**src/rtl/lc3b_types.sv**
```systemverilog
// Shared LC-3b datapath types for the write-combining line buffer.
// Word, line, mask and state definitions reused by the L1 write path.
package lc3b_types;

  typedef logic [15:0]  lc3b_word;
  typedef logic [127:0] lc3b_line;
  typedef logic [15:0]  lc3b_line_mask;
  typedef logic [2:0]   lc3b_offset;
  typedef logic [11:0]  lc3b_line_tag;

  typedef enum logic [1:0] {
    LMB_IDLE,
    LMB_FILL,
    LMB_DRAIN
  } lmb_state_t;

  localparam lc3b_line_mask LMB_FULL_MASK = 16'hFFFF;

endpackage

```
**src/rtl/line_merge_buffer_merge.sv**
```systemverilog
// Byte-enable merge of one 16-bit word into a 128-bit line and its mask.
// Pure combinational; also usable by the L1 write-hit path.
module line_word_merge
  import lc3b_types::*;
(
  input  lc3b_line      line_in,
  input  lc3b_line_mask mask_in,
  input  lc3b_offset    offset,
  input  lc3b_word      data,
  input  logic [1:0]    be,
  output lc3b_line      line_out,
  output lc3b_line_mask mask_out
);

  always_comb begin
    line_out = line_in;
    mask_out = mask_in;
    if (be[0]) begin
      line_out[{offset, 4'd0} +: 8] = data[7:0];
      mask_out[{offset, 1'b0}]      = 1'b1;
    end
    if (be[1]) begin
      line_out[{offset, 4'd8} +: 8] = data[15:8];
      mask_out[{offset, 1'b1}]      = 1'b1;
    end
  end

endmodule

```
**src/rtl/line_merge_buffer.sv**
```systemverilog
// Write-combining line assembler: merges byte-enabled word writes into
// one line and drains it to memory over a valid/ready handshake.
module line_merge_buffer
  import lc3b_types::*;
#(
  parameter int TAG_W = 12
) (
  input  logic             clk,
  input  logic             reset_n,
  input  logic             word_valid,
  output logic             word_ready,
  input  logic [TAG_W+3:0] word_addr,
  input  logic [15:0]      word_data,
  input  logic [1:0]       word_be,
  input  logic             flush,
  output logic             line_valid,
  input  logic             line_ready,
  output logic [TAG_W+3:0] line_addr,
  output logic [127:0]     line_data,
  output logic [15:0]      line_mask,
  output logic             empty
);

  lmb_state_t state_q, state_d;

  logic [TAG_W-1:0] tag_q;
  logic [TAG_W-1:0] word_tag;
  lc3b_line         data_q;
  lc3b_line         merged_line;
  lc3b_line_mask    mask_q;
  lc3b_line_mask    merged_mask;

  logic valid_q;
  logic is_idle, is_fill, is_drain;
  logic tag_hit, accept;
  logic load_tag, do_merge, clear;
  logic unused_addr_lsb;

  assign unused_addr_lsb = word_addr[0];

  assign word_tag = word_addr[TAG_W+3:4];
  assign tag_hit  = (word_tag == tag_q);

  assign is_idle  = (state_q == LMB_IDLE);
  assign is_fill  = (state_q == LMB_FILL);
  assign is_drain = (state_q == LMB_DRAIN);

  // flush masks a same-cycle word so the drain always wins
  assign word_ready = is_idle
                   || (is_fill && tag_hit && !flush);
  assign accept     = word_valid && word_ready;
  assign empty      = is_idle;

  assign line_valid = valid_q;
  assign line_addr  = {tag_q, 4'b0000};
  assign line_data  = data_q;
  assign line_mask  = mask_q;

  line_word_merge u_merge (
    .line_in  (data_q),
    .mask_in  (mask_q),
    .offset   (word_addr[3:1]),
    .data     (word_data),
    .be       (word_be),
    .line_out (merged_line),
    .mask_out (merged_mask)
  );

  always_comb begin
    state_d  = state_q;
    load_tag = 1'b0;
    do_merge = 1'b0;
    clear    = 1'b0;
    unique case (1'b1)
      is_idle: begin
        if (accept) begin
          load_tag = 1'b1;
          do_merge = 1'b1;
          state_d  = (merged_mask == LMB_FULL_MASK)
                   ? LMB_DRAIN : LMB_FILL;
        end
      end
      is_fill: begin
        if (flush) begin
          if (mask_q != '0) begin
            state_d = LMB_DRAIN;
          end else begin
            clear   = 1'b1;
            state_d = LMB_IDLE;
          end
        end else if (accept) begin
          do_merge = 1'b1;
          if (merged_mask == LMB_FULL_MASK)
            state_d = LMB_DRAIN;
        end else if (word_valid) begin
          // tag miss: push the line out, requester retries
          state_d = LMB_DRAIN;
        end
      end
      is_drain: begin
        if (line_ready) begin
          clear   = 1'b1;
          state_d = LMB_IDLE;
        end
      end
      default: begin
        state_d = LMB_IDLE;
      end
    endcase
  end

  always_ff @(posedge clk or negedge reset_n) begin
    if (!reset_n) begin
      state_q <= LMB_IDLE;
      valid_q <= 1'b0;
      tag_q   <= '0;
      data_q  <= '0;
      mask_q  <= '0;
    end else begin
      state_q <= state_d;
      valid_q <= (state_d == LMB_DRAIN);
      if (load_tag)
        tag_q <= word_tag;
      if (clear) begin
        data_q <= '0;
        mask_q <= '0;
      end else if (do_merge) begin
        data_q <= merged_line;
        mask_q <= merged_mask;
      end
    end
  end

endmodule

```
**config.mk**
```make
export PLATFORM = sky130hd
export DESIGN_NAME = line_merge_buffer
export DESIGN_NICKNAME = d
export VERILOG_FILES = /design/src/rtl/lc3b_types.sv /design/src/rtl/line_merge_buffer_merge.sv /design/src/rtl/line_merge_buffer.sv
export SDC_FILE = /design/constraint.sdc
export NUM_CORES = 1
export LEC_CHECK = 0
export BUFFER_PORTS_ARGS = -buffer_cell sky130_fd_sc_hd__buf_2
export CAP_MARGIN = 20
export CORE_UTILIZATION = 45
export CTS_CLUSTER_SIZE = 20
export DETAILED_ROUTE_END_ITERATION = 6
export HOLD_SLACK_MARGIN = 0.03
export PLACE_DENSITY = 0.79
export REMOVE_ABC_BUFFERS = 1
export SKIP_LAST_GASP = 1
export SYNTH_ARGS = -nofsm -noshare
export SYNTH_HDL_FRONTEND = slang
export SYNTH_SLANG_ARGS = --single-unit
```
**constraint.sdc**
```tcl
create_clock -name clk -period 4.95 [get_ports clk]
set_input_delay 0.2475 -clock clk [delete_from_list [all_inputs] [get_ports clk]]
set_output_delay 0.2475 -clock clk [all_outputs]
set_load 0.1 [all_outputs]
```
==> qor.yml <==
syn_avg_cell_area_sq_um: 10.7
worst-path-max-fanout: 34
cts_buffers: 17
cts_tree: "yes"
antenna_found_initial: 0
clk_pin_slew_ps: 60
firstDrtPassIters: 4
die_area_sq_mm: 0.0179
async_flop_share_pct: 100
areaGrowthSynthToFinish_pct: 21.7
ys_types: 56
port_buffers: 196
wl_per_cell_um: 18.2
rsz0062_at_grt: "false"
path_class: "in -> reg"
end_kind: "register"
clockRootBuffer: "clkbuf_16"
cts.sinks: 159
min_to: "line_data[98]"
post-place-ws_ps: 1490
antenna_cells: 0
drv_cap: 0
synth_seq_cells: 159
die_y_um: 134
finalCritPeriodShare_pct: 62.6
dr_total_vias: 6268
multiInputGateArea_sq_mm: 0.00350
core_sq_mm: 0.0168
grt_overflow_total: 0
ys_warn_count: 0
reg2reg_depth: 9
nets: 949
clockBufferDepth: 2
initial_core_util_pct: 46.5
io_pins: 202
grt_pass1_vias: 6272
avgViaCountPerCell: 5.54
hold_depth: 3
drcViolationCount: 0
dp_hpwl_mm: 14.0
tightest_slew_ps: 966
outcome: "finished clean"
synth_edf_count: 0
design_area_sq_mm: 0.00949
layout_setup_ws_ps: 1850
cp.arrival_ps: 3370
seq_area_sq_mm: 0.00398
synthFlopType: "dfrtp_1"
skew_ps: 7.94
hold_ws_ps: 86.7
postCtsResizedCells: 0
cp.required_ps: 5230
synth_area_sq_mm: 0.00779
clkLatencyLatePin_ps: 420
fin_util_pct: 56.6
r2r_slack_ps: 1990
hp-start: "word_data[2]"
slew_violations: 0
cts-htree-levels: 4
start_kind: "input pin"
drive_gt1_share_pct: 29.5
timing.final.hold_violations: 0
postRouteAntennaNets: 0
drt_iter0_drc: 360
slew_headroom_pct: 35.6
r2r-start: "state_q[1]"
rows: 47
grt_use_total_pct: 24.0
gp_routability_congestion: 0.837
dpl_cell_area_sq_mm: 0.00881
r2r-end: "line_data[12]"
clock.fmax_mhz: 323
hold_path.class: "in -> reg"
yosysSeqAreaShare_pct: 51.0
die_width_um: 134
routed_wl_mm: 20.6
grt_max_degree: 138
fill_cells: 1474
syn_inst: 731
layout_min_cycle_time_ps: 3100
grt_pass1_wl_mm: 33.6
final-setup-viol-count: 0
==> critical path, cell delays in order <==
cell and delay (ps):
buf_2 480, inv_1 440, ha_1 360, ha_1 320, nor4_1 660, o211a_1 550, mux2i_1 230, nor2_1 60
==> registers in the layout, summed over array words and instances, names as in the netlist <==
register and flops:
tag_q 12, line_mask 16, state_q 2, line_valid 1, line_data 128
==> cell usage in the layout, fill, tap and decap left out, types with 6 or more instances in the layout <==
cell type | synthesis | routed
a31oi_1 | 12 | 12
xnor2_1 | 11 | 11
inv_1 | 8 | 8
or2_2 | 6 | 6
ha_1 | 10 | 10
nor2_1 | 119 | 119
nand3_1 | 32 | 32
nand2_1 | 22 | 22
nand4_1 | 8 | 8
o21ai_0 | 32 | 32
clkbuf_16 | 0 | 18
and2_1 | 11 | 11
buf_2 | 18 | 195
a21oi_1 | 34 | 34
mux2_2 | 12 | 12
mux2i_1 | 96 | 96
and3_1 | 34 | 34
dfrtp_1 | 159 | 159
nor2b_1 | 10 | 9
==> per-layer routing <==
layer  vias up  GRT usage, %  routed length, um
met5         -             0                  0
met2       245          37.9               9790
met1      3100          31.6               8950
met4         0          7.83                286
met3        25          6.96               1530
li1       2898             -                  -
==> synth_stat cells (all sizes together) (12+ instances only) <==
| library cell | instances | share of area, % |
|---|---|---|
| mux2i | 96 | 12 |
| mux2 | 12 | 1.7 |
| nand2 | 22 | 1.1 |
| nor2 | 119 | 5.7 |
| and3 | 34 | 2.7 |
| dfrtp | 159 | 51 |
| nand3 | 32 | 2.1 |
| a31oi | 12 | 0.96 |
| buf | 35 | 2.9 |
| clkbuf | 21 | 1.0 |
| xnor2 | 12 | 1.4 |
| a21oi | 36 | 2.5 |
| o21ai | 33 | 2.1 |
==> through the flow <==
stage                     std cells  TNS, ps
after floorplan                 678  -269590
after detailed placement       1098        0
final                          1132        0
after CTS                      1130        0
after global placement         1098        0
after global routing           1132        0
==> cells by family after synthesis <==
| logic type | Yosys count | synth area share, % |
|---|---|---|
| compound gates | 115 | 11.0 |
| xor+xnor | 12 | 1.44 |
| fa+ha+maj | 10 | 1.61 |
| buf+inv | 65 | 4.33 |
| flops | 159 | 51.0 |
| mux | 108 | 14.1 |
| other cells | 1 | 0.0481 |
| simple gates | 261 | 16.5 |
==> layout make-up <==
class | count | share of cell area, %
multi-input combinational | 510 | 36.9
clock buffer | 22 | 5.00
timing repair buffer | 203 | 11.3
inverter | 9 | 0.356
clock inverter | 9 | 1.64
sequential | 159 | 41.9
tap | 220 | 2.90
==> what timing repair did <==
action | CTS | global route
hold endpoints to repair | 95 | 0
hold buffers | 1 | 0
setup buffers | 0 | 0
==> worst max-delay path by stage <==
stage	startpoint	to	cells past startpoint
after global routing	word_addr[1]	line_data[97]	9
final	word_addr[1]	line_data[101]	8
after detailed placement	word_addr[1]	line_data[103]	8
after global placement	word_addr[1]	line_data[99]	8
after CTS	state_q[0]	word_ready	5
after floorplan	line_mask[1]	line_data[0]	5
Power is not shown: default switching activity piles up to over one toggle a cycle in this logic, so the estimate is an artifact.
